$ cat src/rtl/fetch_ctrl_pkg.sv
`default_nettype none
// +----------------------------------------------------------------------------+
// | Module      : fetch_ctrl_pkg                                               |
// | Description : Shared configuration for the fetch controller. Holds the     |
// |               default datapath width, the instruction size and the state   |
// |               encoding of the fetch FSM.                                   |
// | Contents    : c_xpr_len    - default address/instruction width            |
// |               c_inst_bytes - bytes per instruction (pc increment)          |
// |               c_state_w    - width of the fetch state register            |
// |               c_st_*       - fetch state encodings                         |
// | Revision    : 1.0 - initial release                                        |
// +----------------------------------------------------------------------------+

`ifndef XPR_LEN
`define XPR_LEN 32
`endif

package fetch_ctrl_pkg;

  localparam int c_xpr_len    = `XPR_LEN;
  localparam int c_inst_bytes = 4;

  localparam int c_state_w = 3;

  localparam logic [c_state_w-1:0] c_st_req   = 3'd0;  // request on the imem port
  localparam logic [c_state_w-1:0] c_st_wait  = 3'd1;  // waiting for the response
  localparam logic [c_state_w-1:0] c_st_hold  = 3'd2;  // presenting to decode
  localparam logic [c_state_w-1:0] c_st_kill  = 3'd3;  // discard in-flight response
  localparam logic [c_state_w-1:0] c_st_fault = 3'd4;  // misaligned target reported

endpackage

`default_nettype wire

$ cat src/rtl/fetch_out_reg.sv
`default_nettype none
// +----------------------------------------------------------------------------+
// | Module      : fetch_out_reg                                                |
// | Description : One-entry valid/ready holding register between fetch and    |
// |               decode. Payload only changes on load, so it is stable while |
// |               valid is high and ready is low.                              |
// | Ports       : clk, rst        - clock, asynchronous active-high reset      |
// |               load            - capture in_* and raise valid               |
// |               flush           - drop the held entry (load has priority)    |
// |               in_pc/in_inst/in_fault - entry to capture                    |
// |               ready           - consumer accepts the entry                 |
// |               valid/pc/inst/fault - registered entry to the consumer       |
// | Revision    : 1.0 - initial release                                        |
// +----------------------------------------------------------------------------+

module fetch_out_reg #(
  parameter int W = 32
) (
  input  logic         clk,
  input  logic         rst,
  input  logic         load,
  input  logic         flush,
  input  logic [W-1:0] in_pc,
  input  logic [W-1:0] in_inst,
  input  logic         in_fault,
  input  logic         ready,
  output logic         valid,
  output logic [W-1:0] pc,
  output logic [W-1:0] inst,
  output logic         fault
);

  logic         r_valid;
  logic [W-1:0] r_pc;
  logic [W-1:0] r_inst;
  logic         r_fault;

  always_ff @(posedge clk or posedge rst) begin
    if (rst) begin
      r_valid <= 1'b0;
      r_pc    <= '0;
      r_inst  <= '0;
      r_fault <= 1'b0;
    end else begin
      if (load) begin
        // A load in the same cycle as a flush replaces the flushed entry.
        r_valid <= 1'b1;
        r_pc    <= in_pc;
        r_inst  <= in_inst;
        r_fault <= in_fault;
      end else if (flush || (r_valid && ready)) begin
        r_valid <= 1'b0;
      end
    end
  end

  assign valid = r_valid;
  assign pc    = r_pc;
  assign inst  = r_inst;
  assign fault = r_fault;

endmodule

`default_nettype wire

$ cat src/rtl/fetch_ctrl.sv
`default_nettype none
// +----------------------------------------------------------------------------+
// | Module      : fetch_ctrl                                                   |
// | Description : Instruction fetch controller. Keeps at most one imem request |
// |               in flight, presents each fetched instruction to decode via  |
// |               a registered holding stage, and handles redirects from      |
// |               execute, discarding responses that belong to a stale path.  |
// | Ports       : clk, rst                 - clock, async active-high reset    |
// |               redirect_valid/_pc       - new fetch target from execute     |
// |               imem_req_valid/_ready/_addr - imem request channel          |
// |               imem_resp_valid/_data    - in-order imem response            |
// |               if_valid/_ready/_pc/_inst/_fault - output to decode          |
// | Options     : FETCH_CTRL_MISALIGN_EN - when defined, a redirect to an     |
// |               address with [1:0]!=0 is reported as a fault instead of     |
// |               being fetched; otherwise the low bits are forced to zero.   |
// | Revision    : 1.0 - initial release                                        |
// +----------------------------------------------------------------------------+

module fetch_ctrl
  import fetch_ctrl_pkg::*;
#(
  parameter int                 XPR_LEN  = c_xpr_len,
  parameter logic [XPR_LEN-1:0] RESET_PC = XPR_LEN'(32'h0000_0000)
) (
  input  logic               clk,
  input  logic               rst,
  input  logic               redirect_valid,
  input  logic [XPR_LEN-1:0] redirect_pc,
  output logic               imem_req_valid,
  input  logic               imem_req_ready,
  output logic [XPR_LEN-1:0] imem_req_addr,
  input  logic               imem_resp_valid,
  input  logic [XPR_LEN-1:0] imem_resp_data,
  output logic               if_valid,
  input  logic               if_ready,
  output logic [XPR_LEN-1:0] if_pc,
  output logic [XPR_LEN-1:0] if_inst,
  output logic               if_fault
);

  localparam logic [XPR_LEN-1:0] c_inc        = XPR_LEN'(c_inst_bytes);
  localparam logic [XPR_LEN-1:0] c_align_mask = XPR_LEN'(c_inst_bytes - 1);

  logic [c_state_w-1:0] r_state;
  logic [c_state_w-1:0] w_state_nxt;
  logic [XPR_LEN-1:0]   r_pc;
  logic [XPR_LEN-1:0]   w_pc_nxt;

  logic                 w_req_valid;
  logic                 w_accept;

  logic [XPR_LEN-1:0]   w_redir_pc;
  logic                 w_redir_misal;
  logic [XPR_LEN-1:0]   w_kill_tgt;
  logic                 w_kill_misal;

  logic                 w_ld;
  logic                 w_flush;
  logic [XPR_LEN-1:0]   w_ld_pc;
  logic [XPR_LEN-1:0]   w_ld_inst;
  logic                 w_ld_fault;

  // In KILL the target that will be fetched after the drop is the newest
  // redirect, including one arriving in the same cycle as the response.
  assign w_kill_tgt = redirect_valid ? w_redir_pc : r_pc;

`ifdef FETCH_CTRL_MISALIGN_EN
  assign w_redir_pc    = redirect_pc;
  assign w_redir_misal = |(redirect_pc & c_align_mask);
  assign w_kill_misal  = |(w_kill_tgt & c_align_mask);
`else
  // Low bits are cleared so the fault path can never be entered and the
  // fault bit of the holding register only ever loads zero.
  assign w_redir_pc    = redirect_pc & ~c_align_mask;
  assign w_redir_misal = 1'b0;
  assign w_kill_misal  = 1'b0;
`endif

  assign w_accept = w_req_valid && imem_req_ready;

  // State and fetch pointer.
  always_ff @(posedge clk or posedge rst) begin
    if (rst) begin
      r_state <= c_st_req;
      r_pc    <= RESET_PC;
    end else begin
      r_state <= w_state_nxt;
      r_pc    <= w_pc_nxt;
    end
  end

  // Next state, next pc and holding-register control.
  always_comb begin
    w_state_nxt = r_state;
    w_pc_nxt    = r_pc;
    w_ld        = 1'b0;
    w_flush     = 1'b0;
    w_ld_pc     = r_pc;
    w_ld_inst   = imem_resp_data;
    w_ld_fault  = 1'b0;

    case (r_state)
      c_st_req: begin
        if (redirect_valid) begin
          w_pc_nxt = w_redir_pc;
          if (w_accept) begin
            // The request just accepted belongs to the old path.
            w_state_nxt = c_st_kill;
          end else if (w_redir_misal) begin
            w_state_nxt = c_st_fault;
            w_ld        = 1'b1;
            w_ld_pc     = w_redir_pc;
            w_ld_inst   = '0;
            w_ld_fault  = 1'b1;
          end
        end else if (w_accept) begin
          w_state_nxt = c_st_wait;
        end
      end

      c_st_wait: begin
        if (redirect_valid) begin
          w_pc_nxt = w_redir_pc;
          if (!imem_resp_valid) begin
            w_state_nxt = c_st_kill;
          end else if (w_redir_misal) begin
            w_state_nxt = c_st_fault;
            w_ld        = 1'b1;
            w_ld_pc     = w_redir_pc;
            w_ld_inst   = '0;
            w_ld_fault  = 1'b1;
          end else begin
            // Same-cycle response is dropped; refetch from the target.
            w_state_nxt = c_st_req;
          end
        end else if (imem_resp_valid) begin
          w_state_nxt = c_st_hold;
          w_ld        = 1'b1;
          w_ld_pc     = r_pc;
          w_pc_nxt    = r_pc + c_inc;
        end
      end

      c_st_hold: begin
        if (redirect_valid) begin
          w_pc_nxt = w_redir_pc;
          w_flush  = 1'b1;
          if (w_redir_misal) begin
            w_state_nxt = c_st_fault;
            w_ld        = 1'b1;
            w_ld_pc     = w_redir_pc;
            w_ld_inst   = '0;
            w_ld_fault  = 1'b1;
          end else begin
            w_state_nxt = c_st_req;
          end
        end else if (if_ready) begin
          w_state_nxt = c_st_req;
        end
      end

      c_st_kill: begin
        w_pc_nxt = w_kill_tgt;
        if (imem_resp_valid) begin
          if (w_kill_misal) begin
            w_state_nxt = c_st_fault;
            w_ld        = 1'b1;
            w_ld_pc     = w_kill_tgt;
            w_ld_inst   = '0;
            w_ld_fault  = 1'b1;
          end else begin
            w_state_nxt = c_st_req;
          end
        end
      end

      c_st_fault: begin
        // The fault entry clears itself on the decode handshake; the block
        // then idles here until execute redirects.
        if (redirect_valid) begin
          w_pc_nxt = w_redir_pc;
          w_flush  = 1'b1;
          if (w_redir_misal) begin
            w_ld       = 1'b1;
            w_ld_pc    = w_redir_pc;
            w_ld_inst  = '0;
            w_ld_fault = 1'b1;
          end else begin
            w_state_nxt = c_st_req;
          end
        end
      end

      default: begin
        w_state_nxt = c_st_req;
      end
    endcase
  end

  // imem request outputs. Gating with rst keeps the request low for the
  // whole reset window even though the reset state is REQ.
  always_comb begin
    imem_req_valid = (r_state == c_st_req) && !rst;
    imem_req_addr  = r_pc;
  end

  assign w_req_valid = imem_req_valid;

  fetch_out_reg #(
    .W (XPR_LEN)
  ) u_out_reg (
    .clk      (clk),
    .rst      (rst),
    .load     (w_ld),
    .flush    (w_flush),
    .in_pc    (w_ld_pc),
    .in_inst  (w_ld_inst),
    .in_fault (w_ld_fault),
    .ready    (if_ready),
    .valid    (if_valid),
    .pc       (if_pc),
    .inst     (if_inst),
    .fault    (if_fault)
  );

endmodule

`default_nettype wire

$ cat config.mk
export PLATFORM = sky130hd
export DESIGN_NAME = fetch_ctrl
export DESIGN_NICKNAME = d
export VERILOG_FILES = /design/src/rtl/fetch_ctrl_pkg.sv /design/src/rtl/fetch_out_reg.sv /design/src/rtl/fetch_ctrl.sv
export SDC_FILE = /design/constraint.sdc
export NUM_CORES = 1
export LEC_CHECK = 0
export CAP_MARGIN = 20
export CORE_MARGIN = 2
export CORE_UTILIZATION = 45
export CTS_BUF_LIST = sky130_fd_sc_hd__clkbuf_2
export DETAILED_ROUTE_END_ITERATION = 7
export HOLD_SLACK_MARGIN = 0.06
export MAX_ROUTING_LAYER = met4
export PLACE_DENSITY = 0.83
export SLEW_MARGIN = 20
export SYNTH_ARGS = -nofsm -noshare
export SYNTH_HDL_FRONTEND = slang
export SYNTH_SLANG_ARGS = --single-unit
$ cat constraint.sdc
create_clock -name clk -period 4.5 [get_ports clk]
set_clock_uncertainty 0.05 [all_clocks]
set_input_delay 0.9 -clock clk [delete_from_list [all_inputs] [get_ports clk]]
set_output_delay 0.9 -clock clk [all_outputs]
set_load 0.1 [all_outputs]
==> summary.txt <==
Die Area = 0.0106 mm²
status = complete, no violations
Via Count = 3670
crit path launch type = flop
CTS Buf Count = 9
Hold Fails Final Rpt = 0
width of the die = 103 µm
Final GP Congestion = 0.775
Final nets = 605
ANT nets after route = 0
Top FF cell, synth = dfrtp_1
top-count cell post-synth = dfrtp_1
crit path buf inv count = 1
Synth Register Bits = 95
Yosys cell types = 52
worst setup path category = flop to output port
row cnt = 36
asr flop ratio synth = 100%
fill cell count = 783
CTS tree = built
clock transition at the registers of the reported paths = 250 ps
Num Clock Sinks = 95
routed len/inst = 16.9 µm
IO buf count = 161
grt ovf = 0
DR iter-0 viols = 150
Final period util = 72.9%
Mean Syn Cell Area = 11.6 µm²
cell taking the most area after synthesis = dfrtp_1
Routed WL = 11.3 mm
share of cells above drive strength 1 = 17.1%
vias in the first global route = 3659
Fmax = 305 MHz
min cycle time layout = 3280 ps
Synth Instances = 379
number of synthesized flops with an enable pin = 0
sequential share of the synthesized area = 54.0%
Synth top area share = 54.0%
Initial Utilization = 45.6%
Worst Max-Slew Pin Slew = 1000 ps
Hold/Removal Path Class = flop to flop
unrepaired setup endpoints after global routing = false
final setup violation count = 0
max-cap violation count = 0
antenna violations before repair = 0
synth top area cells = dfrtp_1 54%, mux2_2 16%, or4_1 2.4%
slew margin rel. = 33.0%
Sum Neg Setup Slack = 0 ps
delay-heaviest family, CP = buffers and inverters
CTS max path bufs = 2
largest net degree at the start of global routing = 42
ANT cells = 0
total setup buffers inserted after CTS = 0
Root Buffer = clkbuf_2
hold buffers post-CTS = 0
critical path's largest stage delay = 1220 ps
CP max stage cell = clkdlybuf4s50_1
Post-synth top cells = 95 x dfrtp_1, 62 x mux2_2, 26 x nand2_1
first-pass GRT wire length = 18.2 mm
DRC = 0
CP cell instances = clkdlybuf4s50_1
area grow syn2layout = 41.6%
post-DP HPWL = 8.40 mm
TritonRoute pass-1 iters = 4
Via density = 5.47
largest fanout on the critical path = 9
Die Height = 103 µm
Syn Std Cell Area = 0.00440 mm²
Crit. End Element = output port
latest clock arrival within the worst-skew pair = 550 ps
# resized after CTS = 0
Synth warnings = 0
Critical Path RT = 3550 ps
Tot GR Track Use = 22.9%
htree depth = 3
Core Footprint = 0.00964 mm²
final slew viol count = 0
IO Count = 169
crit path DAT = 2330 ps
final timing paths:
| kind | startpoint | endpoint | slack (ps) | depth (start not counted) |
|---|---|---|---|---|
| worst max-delay path | imem_req_addr[23] | imem_req_addr[23] | 1220 | 1 |
| worst min-delay path | u_out_reg.inst[13] | u_out_reg.inst[13] | 490 | 1 |
| worst max register to register | imem_req_addr[2] | imem_req_addr[28] | 2180 | 5 |
| worst min register to register | u_out_reg.inst[13] | u_out_reg.inst[13] | 490 | 1 |
| max in group asynchronous | rst | u_out_reg.inst[30] | 3050 | 4 |
| min in group asynchronous | rst | imem_req_addr[21] | 610 | 2 |
final cells by class:
| cell class | instances | area, µm² | share of cell area [%] |
|---|---|---|---|
| Sequential cell | 95 | 2380 | 38.2 |
| Timing Repair Buffer | 168 | 1690 | 27.1 |
| Multi-Input combinational cell | 255 | 1880 | 30.2 |
| Clock buffer | 10 | 50.0 | 0.803 |
| Inverter | 5 | 21.3 | 0.341 |
| Clock inverter | 5 | 50.0 | 0.803 |
| Tap cell | 133 | 166 | 2.67 |
cell families after synthesis:
group | Yosys count | synth area share (%)
mux | 62 | 15.9
flops | 95 | 54.0
simple gates | 127 | 16.5
xor+xnor | 8 | 1.59
fa+ha+maj | 1 | 0.284
compound gates | 52 | 7.74
buf+inv | 33 | 3.93
other cells | 1 | 0.0852
per-stage QoR:
step	utilization, %	hold slack [ps]	setup slack [ps]	std cells	instance area [µm²]
after floorplan	-	547	575	383	4410
after global placement	63.2	438	1340	654	6090
after detailed placement	63.6	445	1300	656	6130
after CTS	64.6	492	1160	671	6230
after global routing	64.6	506	1100	671	6230
final	64.6	486	1220	671	6230
flip-flops by register name (all words and copies together) (netlist names):
signal           flops
imem_req_addr       30
r_state              2
u_out_reg.inst      32
u_out_reg.pc        30
u_out_reg.valid      1
cell usage in the layout (no fill, tap or decap), types with 2 or more instances in the layout:
cell             instances
inv_1                    4
conb_1                   5
and3b_1                  2
o31ai_1                  7
o21ai_0                 15
dfrtp_1                 95
nand2_1                 26
or3_1                    3
or4_1                   14
buf_4                    6
a31oi_1                 10
a21oi_1                  6
and4_1                   2
buf_12                   2
xor2_1                   3
nand4_1                 14
clkdlybuf4s50_1        160
nand4b_1                 2
o211ai_1                 3
nor2b_1                  4
nand3_1                 14
nor2_1                  22
xnor2_1                  5
clkinv_1                 2
mux2_2                  62
nor4_1                   5
nor4b_1                  2
nor3_1                   5
and3_1                   2
clkbuf_2                10
metal layers:
| layer | wire length [µm] | part of all wire [%] | track usage, % | vias to the layer above |
|---|---|---|---|---|
| li1 | - | - | - | 1706 |
| met1 | 4780 | 42 | 29.3 | 1801 |
| met2 | 5630 | 50 | 36.7 | 144 |
| met3 | 680 | 6.0 | 3.39 | 19 |
| met4 | 240 | 2.1 | 9.72 | 0 |
| met5 | 0 | 0 | - | - |
Power is not shown: default switching activity piles up to over one toggle a cycle in this logic, so the estimate is an artifact.
